File: src/rtl/mem_stage_hs_if.sv
// Data-memory port of the MEM stage: valid/ready request channel plus a response channel.
// The master holds a request stable until it is accepted. The response is only valid/err/rdata.
interface mem_stage_hs_if #(
  parameter int ADDR_W = 32
);
  logic              req_valid;
  logic              req_ready;
  logic [ADDR_W-1:0] addr;
  logic              we;
  logic [3:0]        be;
  logic [31:0]       wdata;
  logic              rsp_valid;
  logic              rsp_err;
  logic [31:0]       rdata;

  modport master (
    output req_valid, addr, we, be, wdata,
    input  req_ready, rsp_valid, rsp_err, rdata
  );

  modport slave (
    input  req_valid, addr, we, be, wdata,
    output req_ready, rsp_valid, rsp_err, rdata
  );
endinterface

File: src/rtl/mem_stage_hs.sv
// RV32I MEM stage with a variable-latency memory port, alignment checks and bus/timeout faults.
// Non-memory ops reach MEM/WB in 1 cycle; accesses hold the pipe via mem_stall_o; stall_i parks a finished result in DONE.
module mem_stage_hs #(
  parameter int ADDR_W           = 32,
  parameter int TIMEOUT_CYCLES   = 256,
  parameter bit CHECK_LOAD_ALIGN = 1'b1
) (
  input  logic                  clk_i,
  input  logic                  rst_i,
  input  logic                  stall_i,
  input  logic                  flush_i,
  input  logic [31:0]           alu_result_i,
  input  logic [31:0]           store_data_i,
  input  logic                  memread_i,
  input  logic                  memwrite_i,
  input  logic [2:0]            width_select_i,
  input  logic                  regwrite_i,
  input  logic [4:0]            rd_addr_i,
  input  logic [1:0]            wb_sel_i,
  input  logic [31:0]           pc_address_i,
  input  logic                  ex_valid_i,
  output logic                  mem_stall_o,
  mem_stage_hs_if.master        dmem,
  output logic [31:0]           mem_data_o,
  output logic [31:0]           alu_result_o,
  output logic [31:0]           pc_address_o,
  output logic                  regwrite_o,
  output logic [4:0]            rd_addr_o,
  output logic [1:0]            wb_sel_o,
  output logic                  mem_valid_o,
  output logic                  exc_valid_o,
  output logic [3:0]            exc_cause_o,
  output logic [31:0]           exc_addr_o
);

  typedef enum logic [1:0] {IDLE, REQ, WAIT, DONE} state_t;

  typedef struct packed {
    logic [31:0] mem_data;
    logic [31:0] alu_result;
    logic [31:0] pc;
    logic        regwrite;
    logic [4:0]  rd;
    logic [1:0]  wb_sel;
    logic        valid;
    logic        exc_valid;
    logic [3:0]  exc_cause;
    logic [31:0] exc_addr;
  } wb_t;

  localparam int CNT_W = (TIMEOUT_CYCLES > 1) ? $clog2(TIMEOUT_CYCLES) : 1;
  localparam logic [CNT_W-1:0] TMO_LAST = CNT_W'(TIMEOUT_CYCLES - 1);

  state_t            state_q, state_d;
  wb_t               wb_q, wb_d, res_q, pass_wb, rsp_wb;
  logic              wb_load, capture, res_latch;

  logic [31:0]       h_alu, h_pc;
  logic              h_store, h_regwrite, killed_q;
  logic [2:0]        h_width;
  logic [4:0]        h_rd;
  logic [1:0]        h_wb_sel;
  logic [ADDR_W-1:0] req_addr_q;
  logic [3:0]        req_be_q;
  logic [31:0]       req_wdata_q;
  logic              req_we_q;
  logic [CNT_W-1:0]  tmo_cnt_q;

  logic        mem_op, legal, misaligned, access, mis_exc;
  logic        rsp_done, tmo_hit, complete, fault;
  logic [3:0]  be_d;
  logic [31:0] wdata_d, load_val;
  logic [7:0]  rsp_byte;
  logic [15:0] rsp_half;

  // EX-side decode: legality, alignment and the request lanes to register
  always_comb begin
    mem_op = memread_i | memwrite_i;
    if (memwrite_i) legal = width_select_i inside {3'b000, 3'b001, 3'b010};
    else            legal = width_select_i inside {3'b000, 3'b001, 3'b010, 3'b100, 3'b101};
    misaligned = ((width_select_i[1:0] == 2'b01) & alu_result_i[0]) |
                 ((width_select_i[1:0] == 2'b10) & (alu_result_i[1:0] != 2'b00));
    misaligned = misaligned & (memwrite_i | CHECK_LOAD_ALIGN);
    access  = ex_valid_i & mem_op & legal & ~misaligned;
    mis_exc = ex_valid_i & mem_op & legal & misaligned;
    unique case (width_select_i[1:0])
      2'b00: begin
        be_d    = 4'b0001 << alu_result_i[1:0];
        wdata_d = {4{store_data_i[7:0]}};
      end
      2'b01: begin
        be_d    = alu_result_i[1] ? 4'b1100 : 4'b0011;
        wdata_d = {2{store_data_i[15:0]}};
      end
      default: begin
        be_d    = 4'b1111;
        wdata_d = store_data_i;
      end
    endcase
  end

  always_comb begin
    pass_wb            = '0;
    pass_wb.alu_result = alu_result_i;
    pass_wb.pc         = pc_address_i;
    pass_wb.regwrite   = regwrite_i & ~mis_exc;
    pass_wb.rd         = rd_addr_i;
    pass_wb.wb_sel     = wb_sel_i;
    pass_wb.valid      = ex_valid_i;
    pass_wb.exc_valid  = mis_exc;
    pass_wb.exc_cause  = mis_exc ? (memwrite_i ? 4'd6 : 4'd4) : 4'd0;
    pass_wb.exc_addr   = mis_exc ? alu_result_i : 32'd0;
  end

  // Completion: a response in WAIT, or the timeout expiring in REQ/WAIT
  always_comb begin
    rsp_done = (state_q == WAIT) & dmem.rsp_valid;
    tmo_hit  = (TIMEOUT_CYCLES != 0) && ((state_q == REQ) || (state_q == WAIT)) &&
               (tmo_cnt_q == TMO_LAST) && !rsp_done;
    complete = rsp_done | tmo_hit;
    fault    = (rsp_done & dmem.rsp_err) | tmo_hit;
  end

  always_comb begin
    rsp_byte = dmem.rdata[{h_alu[1:0], 3'b000} +: 8];
    rsp_half = h_alu[1] ? dmem.rdata[31:16] : dmem.rdata[15:0];
    unique case (h_width)
      3'b000:  load_val = {{24{rsp_byte[7]}}, rsp_byte};
      3'b001:  load_val = {{16{rsp_half[15]}}, rsp_half};
      3'b100:  load_val = {24'd0, rsp_byte};
      3'b101:  load_val = {16'd0, rsp_half};
      default: load_val = dmem.rdata;
    endcase
    rsp_wb            = '0;
    rsp_wb.mem_data   = (h_store | fault) ? 32'd0 : load_val;
    rsp_wb.alu_result = h_alu;
    rsp_wb.pc         = h_pc;
    rsp_wb.regwrite   = h_regwrite & ~fault;
    rsp_wb.rd         = h_rd;
    rsp_wb.wb_sel     = h_wb_sel;
    rsp_wb.valid      = 1'b1;
    rsp_wb.exc_valid  = fault;
    rsp_wb.exc_cause  = fault ? (h_store ? 4'd7 : 4'd5) : 4'd0;
    rsp_wb.exc_addr   = fault ? h_alu : 32'd0;
  end

  function automatic wb_t kill_fix(input wb_t w, input logic k);
    kill_fix = w;
    if (k) begin
      kill_fix.valid     = 1'b0;
      kill_fix.regwrite  = 1'b0;
      kill_fix.exc_valid = 1'b0;
      kill_fix.exc_cause = 4'd0;
      kill_fix.exc_addr  = 32'd0;
    end
  endfunction

  always_ff @(posedge clk_i) begin
    if (rst_i) state_q <= IDLE;
    else       state_q <= state_d;
  end

  always_comb begin
    state_d     = state_q;
    mem_stall_o = 1'b0;
    wb_load     = 1'b0;
    wb_d        = wb_q;
    capture     = 1'b0;
    res_latch   = 1'b0;
    unique case (state_q)
      IDLE: begin
        mem_stall_o = access;
        if (flush_i) begin
          wb_load = 1'b1;
          wb_d    = '0;
        end else if (!stall_i) begin
          wb_load = 1'b1;
          if (access) begin
            capture = 1'b1;
            wb_d    = '0;
            state_d = REQ;
          end else begin
            wb_d = pass_wb;
          end
        end
      end
      REQ, WAIT: begin
        // Release EX in the completing cycle so the finished op is not re-issued
        mem_stall_o = ~complete;
        if ((state_q == REQ) && dmem.req_ready) state_d = WAIT;
        if (complete) begin
          if (!stall_i) begin
            wb_load = 1'b1;
            wb_d    = kill_fix(rsp_wb, killed_q | flush_i);
            state_d = IDLE;
          end else begin
            res_latch = 1'b1;
            state_d   = DONE;
          end
        end
      end
      DONE: begin
        mem_stall_o = stall_i;
        if (!stall_i) begin
          wb_load = 1'b1;
          wb_d    = kill_fix(res_q, killed_q | flush_i);
          state_d = IDLE;
        end
      end
      default: state_d = IDLE;
    endcase
  end

  always_ff @(posedge clk_i) begin
    if (rst_i) begin
      wb_q        <= '0;
      res_q       <= '0;
      h_alu       <= '0;
      h_pc        <= '0;
      h_store     <= 1'b0;
      h_width     <= '0;
      h_regwrite  <= 1'b0;
      h_rd        <= '0;
      h_wb_sel    <= '0;
      killed_q    <= 1'b0;
      req_addr_q  <= '0;
      req_be_q    <= '0;
      req_wdata_q <= '0;
      req_we_q    <= 1'b0;
      tmo_cnt_q   <= '0;
    end else begin
      if (wb_load)   wb_q  <= wb_d;
      if (res_latch) res_q <= rsp_wb;
      if (capture) begin
        h_alu       <= alu_result_i;
        h_pc        <= pc_address_i;
        h_store     <= memwrite_i;
        h_width     <= width_select_i;
        h_regwrite  <= regwrite_i;
        h_rd        <= rd_addr_i;
        h_wb_sel    <= wb_sel_i;
        killed_q    <= 1'b0;
        req_addr_q  <= {alu_result_i[ADDR_W-1:2], 2'b00};
        req_be_q    <= be_d;
        req_wdata_q <= wdata_d;
        req_we_q    <= memwrite_i;
      end else if ((state_q != IDLE) && flush_i) begin
        killed_q <= 1'b1;
      end
      tmo_cnt_q <= ((state_q == REQ) || (state_q == WAIT)) ? tmo_cnt_q + 1'b1 : '0;
    end
  end

  assign dmem.req_valid = (state_q == REQ);
  assign dmem.addr      = req_addr_q;
  assign dmem.we        = req_we_q;
  assign dmem.be        = req_be_q;
  assign dmem.wdata     = req_wdata_q;

  assign mem_data_o   = wb_q.mem_data;
  assign alu_result_o = wb_q.alu_result;
  assign pc_address_o = wb_q.pc;
  assign regwrite_o   = wb_q.regwrite;
  assign rd_addr_o    = wb_q.rd;
  assign wb_sel_o     = wb_q.wb_sel;
  assign mem_valid_o  = wb_q.valid;
  assign exc_valid_o  = wb_q.exc_valid;
  assign exc_cause_o  = wb_q.exc_cause;
  assign exc_addr_o   = wb_q.exc_addr;

endmodule
File: src/flat_wrapper.sv
// flat-port wrapper written by rule: the top's interface ports become plain ports
module mem_stage_hs_flat 
#(
  parameter int ADDR_W           = 32,
  parameter int TIMEOUT_CYCLES   = 256,
  parameter bit CHECK_LOAD_ALIGN = 1'b1
)
  (clk_i, rst_i, stall_i, flush_i, alu_result_i, store_data_i, memread_i, memwrite_i, width_select_i, regwrite_i, rd_addr_i, wb_sel_i, pc_address_i, ex_valid_i, mem_stall_o, mem_data_o, alu_result_o, pc_address_o, regwrite_o, rd_addr_o, wb_sel_o, mem_valid_o, exc_valid_o, exc_cause_o, exc_addr_o, dmem_req_valid, dmem_addr, dmem_we, dmem_be, dmem_wdata, dmem_req_ready, dmem_rsp_valid, dmem_rsp_err, dmem_rdata);
  mem_stage_hs_if #(.ADDR_W(ADDR_W)) dmem_i ();
  input  logic clk_i;
  input  logic rst_i;
  input  logic stall_i;
  input  logic flush_i;
  input  logic [31:0] alu_result_i;
  input  logic [31:0] store_data_i;
  input  logic memread_i;
  input  logic memwrite_i;
  input  logic [2:0] width_select_i;
  input  logic regwrite_i;
  input  logic [4:0] rd_addr_i;
  input  logic [1:0] wb_sel_i;
  input  logic [31:0] pc_address_i;
  input  logic ex_valid_i;
  output logic mem_stall_o;
  output logic [31:0] mem_data_o;
  output logic [31:0] alu_result_o;
  output logic [31:0] pc_address_o;
  output logic regwrite_o;
  output logic [4:0] rd_addr_o;
  output logic [1:0] wb_sel_o;
  output logic mem_valid_o;
  output logic exc_valid_o;
  output logic [3:0] exc_cause_o;
  output logic [31:0] exc_addr_o;
  output wire logic [$bits(dmem_i.req_valid)-1:0] dmem_req_valid;
  output wire logic [$bits(dmem_i.addr)-1:0] dmem_addr;
  output wire logic [$bits(dmem_i.we)-1:0] dmem_we;
  output wire logic [$bits(dmem_i.be)-1:0] dmem_be;
  output wire logic [$bits(dmem_i.wdata)-1:0] dmem_wdata;
  input wire logic [$bits(dmem_i.req_ready)-1:0] dmem_req_ready;
  input wire logic [$bits(dmem_i.rsp_valid)-1:0] dmem_rsp_valid;
  input wire logic [$bits(dmem_i.rsp_err)-1:0] dmem_rsp_err;
  input wire logic [$bits(dmem_i.rdata)-1:0] dmem_rdata;
  assign dmem_req_valid = dmem_i.req_valid;
  assign dmem_addr = dmem_i.addr;
  assign dmem_we = dmem_i.we;
  assign dmem_be = dmem_i.be;
  assign dmem_wdata = dmem_i.wdata;
  assign dmem_i.req_ready = dmem_req_ready;
  assign dmem_i.rsp_valid = dmem_rsp_valid;
  assign dmem_i.rsp_err = dmem_rsp_err;
  assign dmem_i.rdata = dmem_rdata;
  mem_stage_hs #(.ADDR_W(ADDR_W), .TIMEOUT_CYCLES(TIMEOUT_CYCLES), .CHECK_LOAD_ALIGN(CHECK_LOAD_ALIGN)) u_core (.clk_i(clk_i), .rst_i(rst_i), .stall_i(stall_i), .flush_i(flush_i), .alu_result_i(alu_result_i), .store_data_i(store_data_i), .memread_i(memread_i), .memwrite_i(memwrite_i), .width_select_i(width_select_i), .regwrite_i(regwrite_i), .rd_addr_i(rd_addr_i), .wb_sel_i(wb_sel_i), .pc_address_i(pc_address_i), .ex_valid_i(ex_valid_i), .mem_stall_o(mem_stall_o), .dmem(dmem_i), .mem_data_o(mem_data_o), .alu_result_o(alu_result_o), .pc_address_o(pc_address_o), .regwrite_o(regwrite_o), .rd_addr_o(rd_addr_o), .wb_sel_o(wb_sel_o), .mem_valid_o(mem_valid_o), .exc_valid_o(exc_valid_o), .exc_cause_o(exc_cause_o), .exc_addr_o(exc_addr_o));
endmodule
File: config.mk
export PLATFORM = sky130hd
export DESIGN_NAME = mem_stage_hs_flat
export DESIGN_NICKNAME = d
export VERILOG_FILES = /design/src/rtl/mem_stage_hs_if.sv /design/src/rtl/mem_stage_hs.sv /design/src/flat_wrapper.sv
export SDC_FILE = /design/constraint.sdc
export NUM_CORES = 1
export LEC_CHECK = 0
export CAP_MARGIN = 0
export CORE_MARGIN = 2
export CORE_UTILIZATION = 45
export DETAILED_ROUTE_END_ITERATION = 6
export GPL_TIMING_DRIVEN = 0
export PLACE_DENSITY = 0.79
export SLEW_MARGIN = 10
export SYNTH_ARGS = -nofsm -noshare
export SYNTH_HDL_FRONTEND = slang
export SYNTH_SLANG_ARGS = --single-unit
File: constraint.sdc
create_clock -name clk_i -period 2.52 [get_ports clk_i]
set_input_delay 0.504 -clock clk_i [delete_from_list [all_inputs] [get_ports clk_i]]
set_output_delay 0.504 -clock clk_i [all_outputs]
set_load 0.01 [all_outputs]
==> results.yml, run 1 <==
run_status:
  outcome: "finished with violations"
  violations: "design-rule violations"
power_and_ir_drop:
  p_sw_uw: 4140
  power_frac_comb: 0.155
  clkPwrFrac: 0.412
  power.static_leakage_uw: 0.008010
  cellInternalPower_uw: 11550
  seqPwrFrac: 0.433
  swShare: 0.2638
  powerDensity_nw_per_um2: 695.2
  finalPower_uw: 15690
  vdd_drop_max_uv: 467.1
placed_design:
  dp_slack_ps: -1159
  port_buffers: 356
  dpl.hpwl_microns: 43550
  gp_congestion: 0.9189
sta:
  worst_slew_pin_slew_ps: 860.5
  worst_slack_ps: 40.12
  hold_viol: 0
  period_minus_slack_ps: 2480
  fin_crit_sh: 0.9841
  fmax_mhz: 403.2
  final-max-slew-violation-count: 0
  finClkSkew_ps: 11.12
  slew_headroom: 0.4203
  finalSetupViolCount: 0
clock_tree:
  cts_tree: "done"
  cts_max_level: 2
  cts_hold_buf: 0
  clk_pin_slew_ps: 60
  numCtsBuffers: 42
  clk_latency_ps: 540
  root_buffer: "clkbuf_16"
  clkSinkCount: 402
  clockBufferDepth: 3
grt:
  grt_pass1_vias: 16370
  grt.total_usage: 0.3054
  antenna_found_initial: 5
  grt_start_max_net_pins: 15
  grt_pass1_wl_microns: 92890
  grt-ovfl-total: 0
synthesis:
  synth_seq_cells: 402
  synth-edff-count: 0
  synth_top_cell_by_area: "dfxtp_1"
  synth_area_leaders: "dfxtp_1 48%, nand2_1 8.5%, a21oi_1 5.6%"
  yosysSeqAreaShare: 0.4813
  synth_area_sq_um: 16720
  syn_inst: 1941
  yosysWarningCount: 0
  synth_top_area_frac: 0.4813
  async_flop_share: 0
  ys.flop_type: "dfxtp_1"
  avgSynthCellArea_sq_um: 8.615
  synth_cell_type_count: 60
route:
  dr.pass1.iters: 7
  routed_wl_microns: 60830
  wl_met3_microns: 5123
  avgRoutedWirePerCell_microns: 21.36
  met1_length_microns: 25290
  num_vias: 16840
  drtIter0Drc: 1720
  drc: 1
  ant_nets: 0
  route.top_layer_used: "met5"
  route.met2.wl_microns: 28350
  avgViaCountPerCell: 5.912
floorplanning:
  die_x_microns: 196.8
  io_pins: 362
  placementRows: 70
  dieArea_sq_um: 38720
  core_area_sq_um: 36610
  die_h_microns: 196.8
  initial_core_util: 0.4568
job:
  maxCapViolations: 0
worst_setup_path:
  cp-start-kind: "flop"
  cp_num_buf_inv: 1
  crit_type: "reg2out"
  crit_chain: "ha_4, nand3_2, o311ai_4, a31oi_2, buf_2"
  regToRegStartpoint: "u_core.state_q[1]"
  reg2reg_slack_ps: 50
  critPathMaxStageDelay_ps: 430
  r2r-end: "u_core.alu_result_o[0]"
  crit_fanout: 4
  worstRegToRegCells: 8
  critPathTopFamily: "compound AO/OA/AOI/OAI gates"
  cp-end-kind: "primary output"
  crit_required_ps: 2020
  cp_slowest_cell: "o311ai_4"
  worstPathArrival_ps: 1980
cells_and_area:
  multi_input_comb_area_sq_um: 7746
  mostFrequentLayoutCell: "dfxtp_1"
  area_growth_pct: 35.00
  mostFrequentLayoutCells: "398 x dfxtp_1, 377 x nand2_1, 352 x clkdlybuf4s50_1, 186 x a21oi_1, 171 x nor2_1"
  layout-drive-gt1-share: 0.1073
  ff_latch_area_sq_um: 8053
  finalNetCount: 2501
  fillerInstances: 3144
min_path:
  hold_depth: 3
  whs_endpoint: "u_core.dmem.we"
  hold_path_startpoint: "memwrite_i"
  hold_path_class: "in2reg"
-- cells by family after synthesis --
kind of cell / after synthesis / synth area share
compound gates: 577 / 0.2548
xor+xnor: 7 / 0.003666
fa+ha+maj: 5 / 0.003741
buf+inv: 226 / 0.06495
flops: 402 / 0.4813
mux: 28 / 0.01758
other cells: 1 / 0.0002243
simple gates: 695 / 0.1738
-- tightest hold or removal path, stage by stage --
cell            delay, ps
dlymetal6s2s_1        220
nand2_1               100
a21oi_1                50
-- area by class of cell --
type                            instances  area share
Sequential cell                       402      0.3567
Multi-Input combinational cell       1315      0.3431
Timing Repair Buffer                  361      0.1595
Clock buffer                           60     0.05681
Buffer                                215     0.04894
Tap cell                              468     0.02594
Clock inverter                         14    0.006817
Inverter                               10    0.001884
Antenna cell                            3   0.0003325
-- per-layer routing --
metal,vias up,GRT usage
li1,7792,-
met1,8087,0.4034
met2,817,0.5007
met3,138,0.05322
met4,4,0.1136
met5,-,0
-- power by group through the flow --
| stage | Combinational [uW] | Sequential [uW] | Clock [uW] |
|---|---|---|---|
| 3_3_place_gp | 2310 | 6920 | 0 |
| 5_1_grt | 2610 | 6820 | 6790 |
| 6_report | 2440 | 6800 | 6460 |
| 4_1_cts | 2390 | 6790 | 6490 |
| 3_5_place_dp | 2340 | 6930 | 0 |
| 2_1_floorplan | 987 | 7010 | 0 |
-- cell usage after synthesis (6+ instances only) --
| library cell | number |
|---|---|
| dfxtp_1 | 402 |
| nand2_1 | 377 |
| a21oi_1 | 188 |
| nor2_1 | 171 |
| clkbuf_1 | 107 |
| a22o_1 | 104 |
| nor3_1 | 96 |
| a221oi_1 | 79 |
| buf_2 | 61 |
| a211oi_1 | 44 |
| buf_4 | 41 |
| a222oi_1 | 30 |
| o21ai_0 | 30 |
| a221o_1 | 18 |
| mux2i_1 | 17 |
| o211ai_1 | 15 |
| nand3_1 | 14 |
| o2bb2ai_1 | 14 |
| a22oi_1 | 12 |
| a311oi_1 | 11 |
| mux2_2 | 11 |
| o2bb2ai_2 | 10 |
| inv_1 | 9 |
| and2_1 | 8 |
| buf_1 | 6 |
-- worst max-delay path by stage --
stage / depth (start not counted) / to / slack, ps / startpoint
finish: 5 / mem_stall_o / 40 / u_core.tmo_cnt_q[0]
detailed placement: 5 / u_core.dmem.wdata[16] / -1160 / rst_i
global route: 5 / mem_stall_o / -30 / u_core.tmo_cnt_q[0]
global placement: 5 / u_core.exc_addr_o[28] / -1130 / rst_i
floorplan: 9 / u_core.pc_address_o[10] / 340 / u_core.state_q[0]
CTS: 5 / mem_stall_o / -40 / u_core.tmo_cnt_q[0]
-- stage by stage --
step / area [sq um] / utilization / cells / hold WS (ps) / TNS [ps]
finish: 22580 / 0.6166 / 2848 / 381.7 / 0
global route: 22580 / 0.6166 / 2848 / 406.4 / -32.11
CTS: 22460 / 0.6135 / 2840 / 454.5 / -42.76
detailed placement: 20880 / 0.5703 / 2767 / 446.5 / -235990
global placement: 20880 / 0.5703 / 2767 / 438.5 / -238850
floorplan: 16730 / - / 1943 / 426.0 / 0
-- state kept, by name (all words and copies together), names as in the netlist, 4 cells and up --
name	flops
u_core.exc_addr_o	32
u_core.tmo_cnt_q	8
u_core.h_alu	32
u_core.pc_address_o	32
u_core.dmem.wdata	32
u_core.mem_data_o	32
u_core.rd_addr_o	5
u_core.h_rd	5
u_core.h_pc	32
u_core.dmem.be	4
u_core.res_q	139
u_core.alu_result_o	32
-- repair_timing --
| item | CTS | global route |
|---|---|---|
| endpoints found under the setup margin | 279 | 217 |
| resized for setup | 46 | 29 |
| buffers inserted | 0 | 5 |
| pin swaps | 1 | 5 |
Note: power is estimated with default switching activity, not from simulation.
==> inputs of run 2 (changes only) <==
--- a/config.mk
+++ b/config.mk
@@ -7,10 +7,10 @@
 export LEC_CHECK = 0
 export CAP_MARGIN = 0
 export CORE_MARGIN = 2
-export CORE_UTILIZATION = 45
+export CORE_UTILIZATION = 47
 export DETAILED_ROUTE_END_ITERATION = 6
 export GPL_TIMING_DRIVEN = 0
-export PLACE_DENSITY = 0.79
+export PLACE_DENSITY = 0.82
 export SLEW_MARGIN = 10
 export SYNTH_ARGS = -nofsm -noshare
 export SYNTH_HDL_FRONTEND = slang
==> run 2 against run 1 <==
- the run ends with design-rule violations, negative setup slack left
- via count rose by 1.4%
- flip-flop and latch count did not move
- clock power fell by 3.7%
- die area fell by 4.2%
- fmax fell by 1.7%
- combinational power barely moved
- non-clock buffer count fell by 2
- global-route usage rose by 0.48 points
- register-to-register slack improved by 20 ps
- cell area fell by 0.42%
- final cell count fell by 0.28%
- sequential power barely moved
- critical endpoint is now u_core.alu_result_o[27]
- highest routed layer unchanged
==> results.yml, run 2 (synthesis gave the netlist of run 1 again) <==
run_status:
  outcome: "finished with violations"
  violations: "design-rule violations, negative setup slack"
sta:
  period_minus_slack_ps: 2523
  worst_slew_pin_slew_ps: 884.8
  worst_slack_ps: -2.744
  finClkSkew_ps: 15.89
  slew_headroom: 0.4101
  hold_viol: 0
  rsz0062_at_grt: "true"
  finalSetupViolCount: 1
  fin_crit_sh: 1.001
  fmax_mhz: 396.4
  final-max-slew-violation-count: 0
worst_setup_path:
  critPathTopFamily: "buffers and inverters"
  crit_chain: "clkdlybuf4s50_1, a21oi_4, buf_4, a21oi_4, clkbuf_1, a221oi_1, nor3_1"
  cp-end-kind: "flop"
  r2r-end: "u_core.alu_result_o[27]"
  worst-path-stages: 7
  crit_required_ps: 2970
  cp_num_buf_inv: 3
  crit_fanout: 10
  worstRegToRegCells: 9
  reg2reg_slack_ps: 70
  critPathMaxStageDelay_ps: 730
  crit_type: "in2reg"
  worstPathArrival_ps: 2970
  regToRegStartpoint: "u_core.state_q[0]"
  cp_slowest_cell: "clkdlybuf4s50_1"
  cp-startpoint: "alu_result_i[0]"
  critical_path.most_common_cell: "a21oi_4"
  worst_setup_path_endpoint: "u_core.alu_result_o[27]"
  cp-start-kind: "input port"
floorplanning:
  initial_core_util: 0.4736
  core_area_sq_um: 35310
  io_pins: 362
  die_h_microns: 192.6
  die_x_microns: 192.6
  dieArea_sq_um: 37100
  placementRows: 69
clock_tree:
  numCtsBuffers: 43
  cts_tree: "done"
  cts_max_level: 2
  clkSinkCount: 402
  clockBufferDepth: 3
  clk_latency_ps: 550
  cts_hold_buf: 0
  root_buffer: "clkbuf_16"
  clk_pin_slew_ps: 60
min_path:
  hold_path_class: "in2reg"
  hold_depth: 3
cells_and_area:
  mostFrequentLayoutCells: "399 x dfxtp_1, 377 x nand2_1, 353 x clkdlybuf4s50_1, 187 x a21oi_1, 171 x nor2_1"
  fillerInstances: 2861
  finalNetCount: 2500
  mostFrequentLayoutCell: "dfxtp_1"
  layout-drive-gt1-share: 0.1039
  largest_register_ffs: 139
  multi_input_comb_area_sq_um: 7755
  area_growth_pct: 34.44
  ff_latch_area_sq_um: 8051
  regMostFlops: "u_core.res_q"
grt:
  grt_pass1_vias: 16200
  grt.total_usage: 0.3102
  grt-ovfl-total: 0
  grt_start_max_net_pins: 14
  grt_pass1_wl_microns: 90020
  antenna_found_initial: 2
power_and_ir_drop:
  powerDensity_nw_per_um2: 686.5
  power.static_leakage_uw: 0.007958
  finalPower_uw: 15430
  vdd_drop_max_uv: 597.9
route:
  avgViaCountPerCell: 6.013
  drc: 36
  ant_nets: 0
  avgRoutedWirePerCell_microns: 20.98
  drtIter0Drc: 1978
  num_vias: 17080
  routed_wl_microns: 59580
  dr.pass1.iters: 7
job:
  maxCapViolations: 0
placed_design:
  dpl.hpwl_microns: 43040
  dp_slack_ps: -1083
  gp_congestion: 0.9241
  port_buffers: 356
==> run 2: cell count changes in the layout (fill, tap and decap cells not counted), moves of 2 or more <==
cell / change
a221oi_1: -2
clkinv_2: -2
diode_2: -2
clkbuf_1: +8
a221oi_2: +2
clkbuf_16: -2
clkinvlp_4: -2
==> run 2: worst min-delay path by stage <==
| stage | from | to | slack, ps |
|---|---|---|---|
| 2_1_floorplan | u_core.tmo_cnt_q[0] | u_core.tmo_cnt_q[0] | 430 |
| 6_report | memwrite_i | u_core.dmem.we | 380 |
| 3_3_place_gp | u_core.tmo_cnt_q[0] | u_core.tmo_cnt_q[0] | 440 |
| 3_5_place_dp | u_core.res_q[54] | u_core.res_q[54] | 450 |
| 4_1_cts | u_core.res_q[87] | u_core.res_q[87] | 450 |
| 5_1_grt | memwrite_i | u_core.dmem.we | 390 |
==> run 2: final cells by class <==
cell class                      instances  area share
Antenna cell                            1   0.0001113
Clock inverter                         12    0.005565
Inverter                               10    0.001781
Buffer                                214     0.04859
Tap cell                              461     0.02566
Multi-Input combinational cell       1315      0.3449
Sequential cell                       402      0.3581
Timing Repair Buffer                  360      0.1597
Clock buffer                           65     0.05554
==> run 2: repair_timing <==
item,in CTS,in global routing
pin swaps,1,4
gates resized for setup,40,33
setup buffers,0,4
setup endpoints to repair,319,195
==> run 2: where the power goes <==
group	internal [uW]	leakage (uW)	switching, uW
Clock	3630	0.000679	2590
Sequential	6620	0.00326	176
Combinational	1080	0.00402	1330
Total	11300	0.00796	4100
==> run 2: per-stage QoR <==
stage                     cell area (sq um)  utilization  hold WS, ps  setup TNS (ps)  instances
after floorplan                       16730            -        426.0               0       1943
after CTS                             22350       0.6330        454.2          -286.2       2836
after global placement                20870       0.5910        439.3         -236000       2760
final                                 22480       0.6367        379.6          -2.744       2840
after global routing                  22480       0.6367        393.4          -217.7       2840
after detailed placement              20870       0.5910        446.4         -235820       2760
==> run 2: per-layer routing <==
metal | vias to the layer above | wire length (microns) | global-route usage
met2 | 946 | 27670 | 0.5130
met1 | 8156 | 24000 | 0.3965
met3 | 187 | 5232 | 0.05183
li1 | 7785 | - | -
met5 | - | 11 | 0
met4 | 2 | 2673 | 0.1400
==> run 2: worst min-delay path, delay by kind of cell <==
family	cells	cell delay [ps]
AOI/OAI and AO/OA	1	60
buffers and inverters	1	210
and+or+nand+nor	1	100
